**src/rtl/fetch_stage_buf.sv**
```systemverilog
// Instruction-fetch front end: drives a 1-cycle-latency instruction SRAM and
// queues returned words with their PCs in a small buffer ahead of decode.
module fetch_stage_buf #(
  parameter logic [31:0] RESET_PC  = 32'hbfc00000,
  parameter int          INST_W    = 32,
  parameter int          BUF_DEPTH = 4,
  parameter logic [31:0] PC_STEP   = 32'd4
) (
  input  logic              clk,
  input  logic              resetn,
  output logic              inst_sram_en,
  output logic [31:0]       inst_sram_addr,
  input  logic [INST_W-1:0] inst_sram_rdata,
  input  logic              br_taken,
  input  logic [31:0]       br_target,
  input  logic              de_allowin,
  output logic              fe_valid,
  output logic [31:0]       fe_pc,
  output logic [INST_W-1:0] fe_inst
);

  localparam int PTR_W = $clog2(BUF_DEPTH);
  localparam int CNT_W = PTR_W + 1;

  logic [31:0]       pc_reg;
  logic [31:0]       req_pc_reg;
  logic              inflight_reg;
  logic [PTR_W-1:0]  rd_ptr_reg;
  logic [PTR_W-1:0]  wr_ptr_reg;
  logic [CNT_W-1:0]  count_reg;
  logic [31:0]       pc_mem   [BUF_DEPTH];
  logic [INST_W-1:0] inst_mem [BUF_DEPTH];

  logic [CNT_W-1:0]  used;
  logic              issue;
  logic              push;
  logic              pop;

  // Credit check counts the outstanding read so the buffer can never overflow.
  assign used           = count_reg + CNT_W'(inflight_reg);
  assign issue          = resetn & ~br_taken & (used < CNT_W'(BUF_DEPTH));
  assign inst_sram_en   = issue;
  assign inst_sram_addr = pc_reg & ~32'h3;

  // A redirect in the response cycle squashes the returning word.
  assign push     = inflight_reg & ~br_taken;
  assign fe_valid = (count_reg != '0) & ~br_taken;
  assign pop      = fe_valid & de_allowin;
  assign fe_pc    = pc_mem[rd_ptr_reg];
  assign fe_inst  = inst_mem[rd_ptr_reg];

  always_ff @(posedge clk or negedge resetn) begin
    if (!resetn) begin
      pc_reg       <= RESET_PC;
      req_pc_reg   <= '0;
      inflight_reg <= 1'b0;
      rd_ptr_reg   <= '0;
      wr_ptr_reg   <= '0;
      count_reg    <= '0;
    end else if (br_taken) begin
      pc_reg       <= br_target & ~32'h3;
      inflight_reg <= 1'b0;
      rd_ptr_reg   <= '0;
      wr_ptr_reg   <= '0;
      count_reg    <= '0;
    end else begin
      if (issue) begin
        pc_reg     <= pc_reg + PC_STEP;
        req_pc_reg <= pc_reg;
      end
      inflight_reg <= issue;
      if (push) begin
        wr_ptr_reg <= wr_ptr_reg + PTR_W'(1);
      end
      if (pop) begin
        rd_ptr_reg <= rd_ptr_reg + PTR_W'(1);
      end
      if (push && !pop) begin
        count_reg <= count_reg + CNT_W'(1);
      end else if (pop && !push) begin
        count_reg <= count_reg - CNT_W'(1);
      end
    end
  end

  always_ff @(posedge clk or negedge resetn) begin
    if (!resetn) begin
      for (int i = 0; i < BUF_DEPTH; i++) begin
        pc_mem[i]   <= '0;
        inst_mem[i] <= '0;
      end
    end else if (push) begin
      pc_mem[wr_ptr_reg]   <= req_pc_reg;
      inst_mem[wr_ptr_reg] <= inst_sram_rdata;
    end
  end

  // Writing into a full buffer would mean the credit check is broken.
  assert property (@(posedge clk) disable iff (!resetn)
    !(push && count_reg == CNT_W'(BUF_DEPTH)));

endmodule

```
**config.mk**
```make
export PLATFORM = sky130hd
export DESIGN_NAME = fetch_stage_buf
export DESIGN_NICKNAME = d
export VERILOG_FILES = /design/src/rtl/fetch_stage_buf.sv
export SDC_FILE = /design/constraint.sdc
export NUM_CORES = 1
export LEC_CHECK = 0
export ABC_AREA = 1
export CORE_UTILIZATION = 56
export DETAILED_ROUTE_END_ITERATION = 8
export HOLD_SLACK_MARGIN = 0.03
export PLACE_DENSITY = 0.81
export SYNTH_ARGS = -nofsm -noshare
export SYNTH_HDL_FRONTEND = slang
export SYNTH_SLANG_ARGS = --single-unit
```
**constraint.sdc**
```tcl
create_clock -name clk -period 2.2 [get_ports clk]
set_input_delay 0.22 -clock clk [delete_from_list [all_inputs] [get_ports clk]]
set_output_delay 0.22 -clock clk [all_outputs]
set_load 0.01 [all_outputs]
```
==> results <==
- The cell count after synthesis is 1,750.
- The number of global-route vias before repair is 12.7k.
- The register bit count reported by yosys is 316.
- At the worst endpoint, the required time is 1.98 ns.
- The CTS tree is yes.
- The initial antenna violation count is 0.
- The netlist uses 32 different library cells.
- Of all flip-flops after synthesis, the portion carrying an async set or reset was 100%.
- For this run, the top clock speed supported by timing is 0.450 GHz.
- The die covers 26,300 µm².
- The HPWL after detailed placement is 23.1 mm.
- For the worst setup path, the data arrival time is 2.00 ns.
- Measured against its own limit, the worst slew margin works out to 48.1%.
- The number of vias per cell after detailed routing is 5.81.
- The total iterations of the first detailed-routing run is 7.
- Summed over its instances, the top area cell type makes up 53.5% of the synthesized netlist area.
- The static leakage power is 8.74 nW.
- The number of top-level pins is 166.
- For this run, the leading register cell type out of synthesis is dfrtp_1.
- The fraction of layout cells with a size suffix above 1 is 12.4%.
- The startpoint type of the worst setup path is a flop.
- After floorplanning, the core was sized to cover 25,200 µm².
- The Yosys step of the flow raised 0 warnings.
- Setup repair after global routing could not meet its margin everywhere.
- The maximum level of the CTS H-tree is 2.
- The final core utilization is 72.3%.
- The final clock skew is 0.00946 ns.
- The least setup slack across all paths after layout is -0.0206 ns.
- The total length of routed wires is 40.6 mm.
- The clock insertion delay at the later pin of the skew report is 0.52 ns.
- The critical path class is reg2out.
- The number of DRC violations after detailed-routing iteration 0 is 1,421.
- The final reports fail on negative setup slack.
- The hold violation count in the final report came to 0.
- The register with the most flip-flops in the layout has 128 of them.
- The largest buffer count on any clock path is 3.
- The design draws 22.3 mW.
- The kind of path behind the tightest hold check is in2async.
- The mapped netlist covers 14,400 µm².
- The run finished, with violations left.
- More flip-flops sit in one register than any other, and that register is inst_mem.
- The slowest cell on the critical path is dfrtp_4.
- The number of nets in the layout is 1,985.
- The number of antenna diodes in the final layout is 0.
- The largest fanout on the critical path is 7.
- The leftover overflow at the end of global routing is 0.
- By area the synthesized netlist is led by dfrtp_1 (53%), nand2_1 (12%), o21ai_0 (7.5%).
- Clock-pin slew was measured on the worst setup and hold paths at 0.06 ns.
- Before CTS, the worst setup slack after placement is 0.0672 ns.
- During placement, the flow inserted port buffers numbering 159.
- Tracing the worst setup path back leads to its startpoint at rd_ptr_reg[0]$_DFFE_PN0P_.
- The number of buffers created by CTS is 34.
- The slew at the pin closest to its max-slew limit is 0.779 ns.
- Each instance of the synthesized netlist takes up on average 8.21 µm².
- STA classifies the critical path endpoint as an output pin.
- The global-route usage over all layers is 30.6%.
- The count of antenna-violating nets left after detailed routing is 0.
- Across the run, the number of max-cap violations was 0.
- The final non-filler cell area is 18,200 µm².
- The filler-free cell count of the finished design is 2,266.
- The maximum number of pins on one net before global-route repair is 143.
- In the final layout, the registers with the most flip-flops are inst_mem x128, pc_mem x120.
- The instance count after placement with tap cells included is 2,173.
- Dividing the detail-routed wire length by the instance count gives 17.9 µm.
- The startpoint identified for the worst register-to-register timing path is count_reg[0]$_DFFE_PN0P_.
- The biggest area contributor in the post-synthesis netlist is dfrtp_1.
- The cell area after placement is 16,500 µm².
- For this run, the slowest stage of the critical path takes 0.55 ns.
- Walking the worst path, the cells encountered are clkinv_8, buf_12, buf_12, clkbuf_16, o21ai_0, o22ai_1, buf_2.
- In the finished design, the share of the clock period the worst path needs comes to 101%.
- Setup violations remaining at the end of the flow were counted as 2.
- In the routed design, unresolved DRC markers number 0.
- Counting flops with a built-in enable in the synthesized netlist gives 0.
- The tree is rooted in a clkbuf_16.
- The minimum period implied by the final worst setup slack is 2.22 ns.
- The first global-routing pass estimated 63.9 mm of wire.
- At the end of routability-driven placement, the weighted congestion stood at 0.966.
- The power density over the cells is 1230 nW/µm².
- Sequential cells were found to cover 55.1% of the synthesized design area.
- The most prevalent standard cell on the critical path is buf_12.
- The max-slew violation total from the final report was 0.
- The peak supply drop is 0.635 mV.
- The initial utilization of the core area, before any placement, comes to 57.0%.
- The via count of the routed design is 13.2k.
- The internal reg-to-reg setup slack is 0.31 ns.
- The die boundary height is 162 µm.
- Counting every sink on the clock net gives 316.
- From synthesis to final layout, the design area changed by 26.9%.
- The die width is 162 µm.
- The floorplan has 58 rows.
## cell usage after synthesis (2+ instances only)
cell type,number
buf_4,10
nor2_2,5
or2_2,2
dfstp_2,9
nand2_1,450
inv_1,129
xnor2_1,2
xor2_1,6
clkbuf_1,60
nand2_2,6
nor3_1,2
o21ai_1,213
o211ai_1,8
ha_1,5
buf_6,3
nand4_1,2
nand3_1,41
dfrtp_1,307
o21ai_0,215
nor2_1,164
buf_2,39
o22ai_1,62
## layer usage
layer	track usage, %	share of wire [%]	vias to the layer above
li1	-	-	6076
met1	40.9	41	6331
met2	49.6	47	657
met3	5.46	8.6	105
met4	12.6	3.6	0
met5	0	0	-
## final timing paths
check | to | depth (start not counted)
worst max-delay path | fe_pc[30] | 7
worst max register to register | count_reg[1]$_DFFE_PN0P_ | 8
worst min register to register | req_pc_reg[27]$_DFFE_PN0P_ | 2
max in group asynchronous | inst_mem[1]$_DFFE_PN0P_ | 5
min in group clk | pc_reg[2]$_DFFE_PN0N_ | 3
worst min-delay path | inst_mem[57]$_DFFE_PN0P_ | 2
## logic make-up after synthesis
group	Yosys count	synth area share, %
DFF	316	55.1
other	1	0.0261
buffers and inverters	244	7.15
and+or+nand+nor	674	18.4
adders and majority gates	6	0.575
xor gates and xnor gates	8	0.488
AOI/OAI and AO/OA	501	18.2
## where the power goes
group	total, mW	internal [mW]	switching [mW]
Clock	5.70	3.39	2.32
Combinational	7.93	3.48	4.45
Sequential	8.70	7.54	1.16
## stage by stage
| stage | TNS, ns | hold WS [ns] |
|---|---|---|
| finish | -0.0227 | 0.128 |
| detailed placement | 0 | 0.0646 |
| global placement | 0 | 0.0615 |
| global route | -0.642 | 0.116 |
| floorplan | 0 | -0.0756 |
| CTS | -0.540 | 0.128 |
## final cells by class
cell class                 count  area, µm²
tap                          330        413
clock buffer                  51       1040
inverter                     132        512
clock inverter                10       80.1
sequential                   316       7920
multi-input combinational   1193       5630
fill                        1819       6970
timing repair buffer         234       2620
## timing repair
action	4_1_cts	5_1_grt
setup buffers	10	9
gates resized for setup	266	48
pin swaps	15	11
cloned	8	4
setup endpoints to repair	62	42
hold buffers	1	0
endpoints found under the hold margin	154	0
## critical path: cells and delay by family (launching register included)
family | cells | cell delay (ns)
buf+inv | 5 | 0.69
flops | 1 | 0.55
compound gates | 2 | 0.24
## placed cells by master (no fill, tap or decap), types with 3 or more instances in the layout
cell,n
o21ai_0,161
bufbuf_16,3
o21ai_1,252
nor2_1,154
clkbuf_1,8
dlygate4sd2_1,15
ha_1,5
conb_1,4
buf_16,7
nand3_1,40
buf_12,28
xor2_1,6
inv_1,128
clkinv_2,8
buf_2,39
clkbuf_16,41
nand2_4,4
dfstp_2,9
o22ai_1,49
clkdlybuf4s50_1,96
nand2_1,450
buf_8,4
o21ai_2,14
nor2_2,15
o22ai_2,13
buf_6,5
buf_4,26
o211ai_1,8
clkbuf_8,6
dfrtp_1,305
No activity file was read; power rests on OpenSTA's default activity.
==> variant: new RTL, same flow settings <==
Set the parameter `BUF_DEPTH` to 8 (it was 4).
--- a/src/rtl/fetch_stage_buf.sv
+++ b/src/rtl/fetch_stage_buf.sv
@@ -4,5 +4,5 @@
   parameter logic [31:0] RESET_PC  = 32'hbfc00000,
   parameter int          INST_W    = 32,
-  parameter int          BUF_DEPTH = 4,
+  parameter int          BUF_DEPTH = 8,
   parameter logic [31:0] PC_STEP   = 32'd4
 ) (
Formal check against the unedited RTL: same outputs for any inputs over 4 cycles, from zero or initial values and one cycle with resetn low; that may be too few to reach the edited logic, so the function may still have changed.
==> variant against the original RTL <==
- maximum frequency fell by 12%
- critical endpoint is now fe_inst[8]
- clock skew rose by 0.011 ns
- highest routed layer unchanged
- sequential cell count rose by 251
- final area rose by 81%
- setup slack got worse by 0.29 ns
- the run still ends with negative setup slack left
- routed wire length rose by 91%
- power rose by 73%
- critical path type unchanged
- synthesized cell count rose by 82%
- area after synthesis rose by 80%
==> variant: results (changes against the original RTL) <==
- 1st-pass router iterations: 6 (-1)
- Largest regs: inst_mem (256), pc_mem (240)
- Post-DP Area: 28670 µm² (+74%)
- Post-CTS Resized: 494 (+86%)
- Post-DP HPWL: 41990 µm (+82%)
- Initial DRC count: 2820 (+98%)
- Hold Crit Class: input pin to flip-flop
- Dpl cells: 3823 (+76%)
- Layout cells sized above 1: 0.1607 (+0.03620)
- Sw frac: 0.3513 (-0.003937)
- Largest net degree at the start of global routing: 180 (+26%)
- Worst hold slack: 0.1680 ns (+0.03982 ns)
- Failing checks: negative setup slack
- GRT Total Usage: 0.3190 (+0.01292)
- Synth top area cells: dfrtp_1 (54%), o21ai_0 (14%), nand2_1 (12%)
- R2r worst-path depth: 13 (+5)
- Post-synthesis adder-cell area fraction: 0.003193 (-0.002557)
- Sequential group power: 13.8 mW (+59%)
- Maximum VDD drop: 633.0 µV (-0.27%)
- Worst EP arrival: 2.29 ns (+0.29 ns)
- Vias in the first global route: 23.79k (+88%)
- Setup Fix Bufs, Post-CTS: 31 (+21)
- Nets: 3424 (+72%)
- Avg Inst Size Synth: 8.117 µm² (-1.1%)
- Largest fanout on the critical path: 15 (+8)
- Vias per cell: 6.047 (+4.1%)
- Final Non-Filler Cells: 3998 (+76%)
- P_leak: 15.21 nW (+74%)
- R2R Path Start: count_reg[1]$_DFFE_PN0P_
- Part of the power in combinational logic: 0.368 (+0.013)
- Min setup slack post-route: -0.3125 ns (-0.2919 ns)
- Hold-fix buffers, CTS: 2 (+1)
- Synth cell types: 31 (-3.1%)
- Reg2reg end: count_reg[3]$_DFFE_PN0P_
- Pwr dens: 1171 nW/µm² (-4.5%)
- CP endpoint: fe_inst[8]
- # setup viols final: 62 (+60)
- Hold path start: br_target[2]
- Synth Area in Compound Gates: 0.1903 (+0.008356)
- Status: finished with violations
- FILL cells: 3038 (+67%)
- Seq/Total Area, Yosys: 0.5491 (-0.002368)
- Placer congestion estimate: 0.8681 (-10%)
- Synth Area in XOR/XNOR: 0.004064 (-0.0008153)
- Mux contribution to synthesized area: 0 (unchanged)
- Setup TNS: -14.77 ns (-14.75 ns)
- Worst reg2reg setup slack: 0.23 ns (-0.08 ns)
- Psw: 13.56 mW (+71%)
- Final clock skew: 0.02062 ns (+0.01117 ns)
- DR WL/cell: 19.44 µm (+8.5%)
- Post-synth top cells: nand2_1 (829), o21ai_0 (702), dfrtp_1 (558)
- Clock network latency to the later pin of the worst-skew pair: 0.62 ns (+0.10 ns)
- Place WS: -0.09020 ns (-0.1574 ns)
variant: cell types whose count changed after synthesis, sizes merged, moves of 60 or more:
cell | before | now
o21ai | 429 | 729
a21oi | 0 | 128
dfrtp | 307 | 558
nand2 | 456 | 829
clkbuf | 60 | 121
o32ai | 0 | 62
inv | 131 | 191
nor2 | 171 | 368
o22ai | 62 | 0
variant: area by class of cell:
cell class / count / share of cell area
Tap cell: 600 / 0.02278
Inverter: 192 / 0.02266
Sequential cell: 567 / 0.4311
Timing Repair inverter: 3 / 0.002733
Timing Repair Buffer: 318 / 0.1255
Clock inverter: 25 / 0.01055
Clock buffer: 83 / 0.05178
Multi-Input combinational cell: 2210 / 0.3329
variant: metal layers:
layer / wire length [µm] / GRT usage
met2: 37090 / 0.5204
met3: 7364 / 0.06038
met5: 0 / 0
met1: 30340 / 0.4183
met4: 2925 / 0.1373
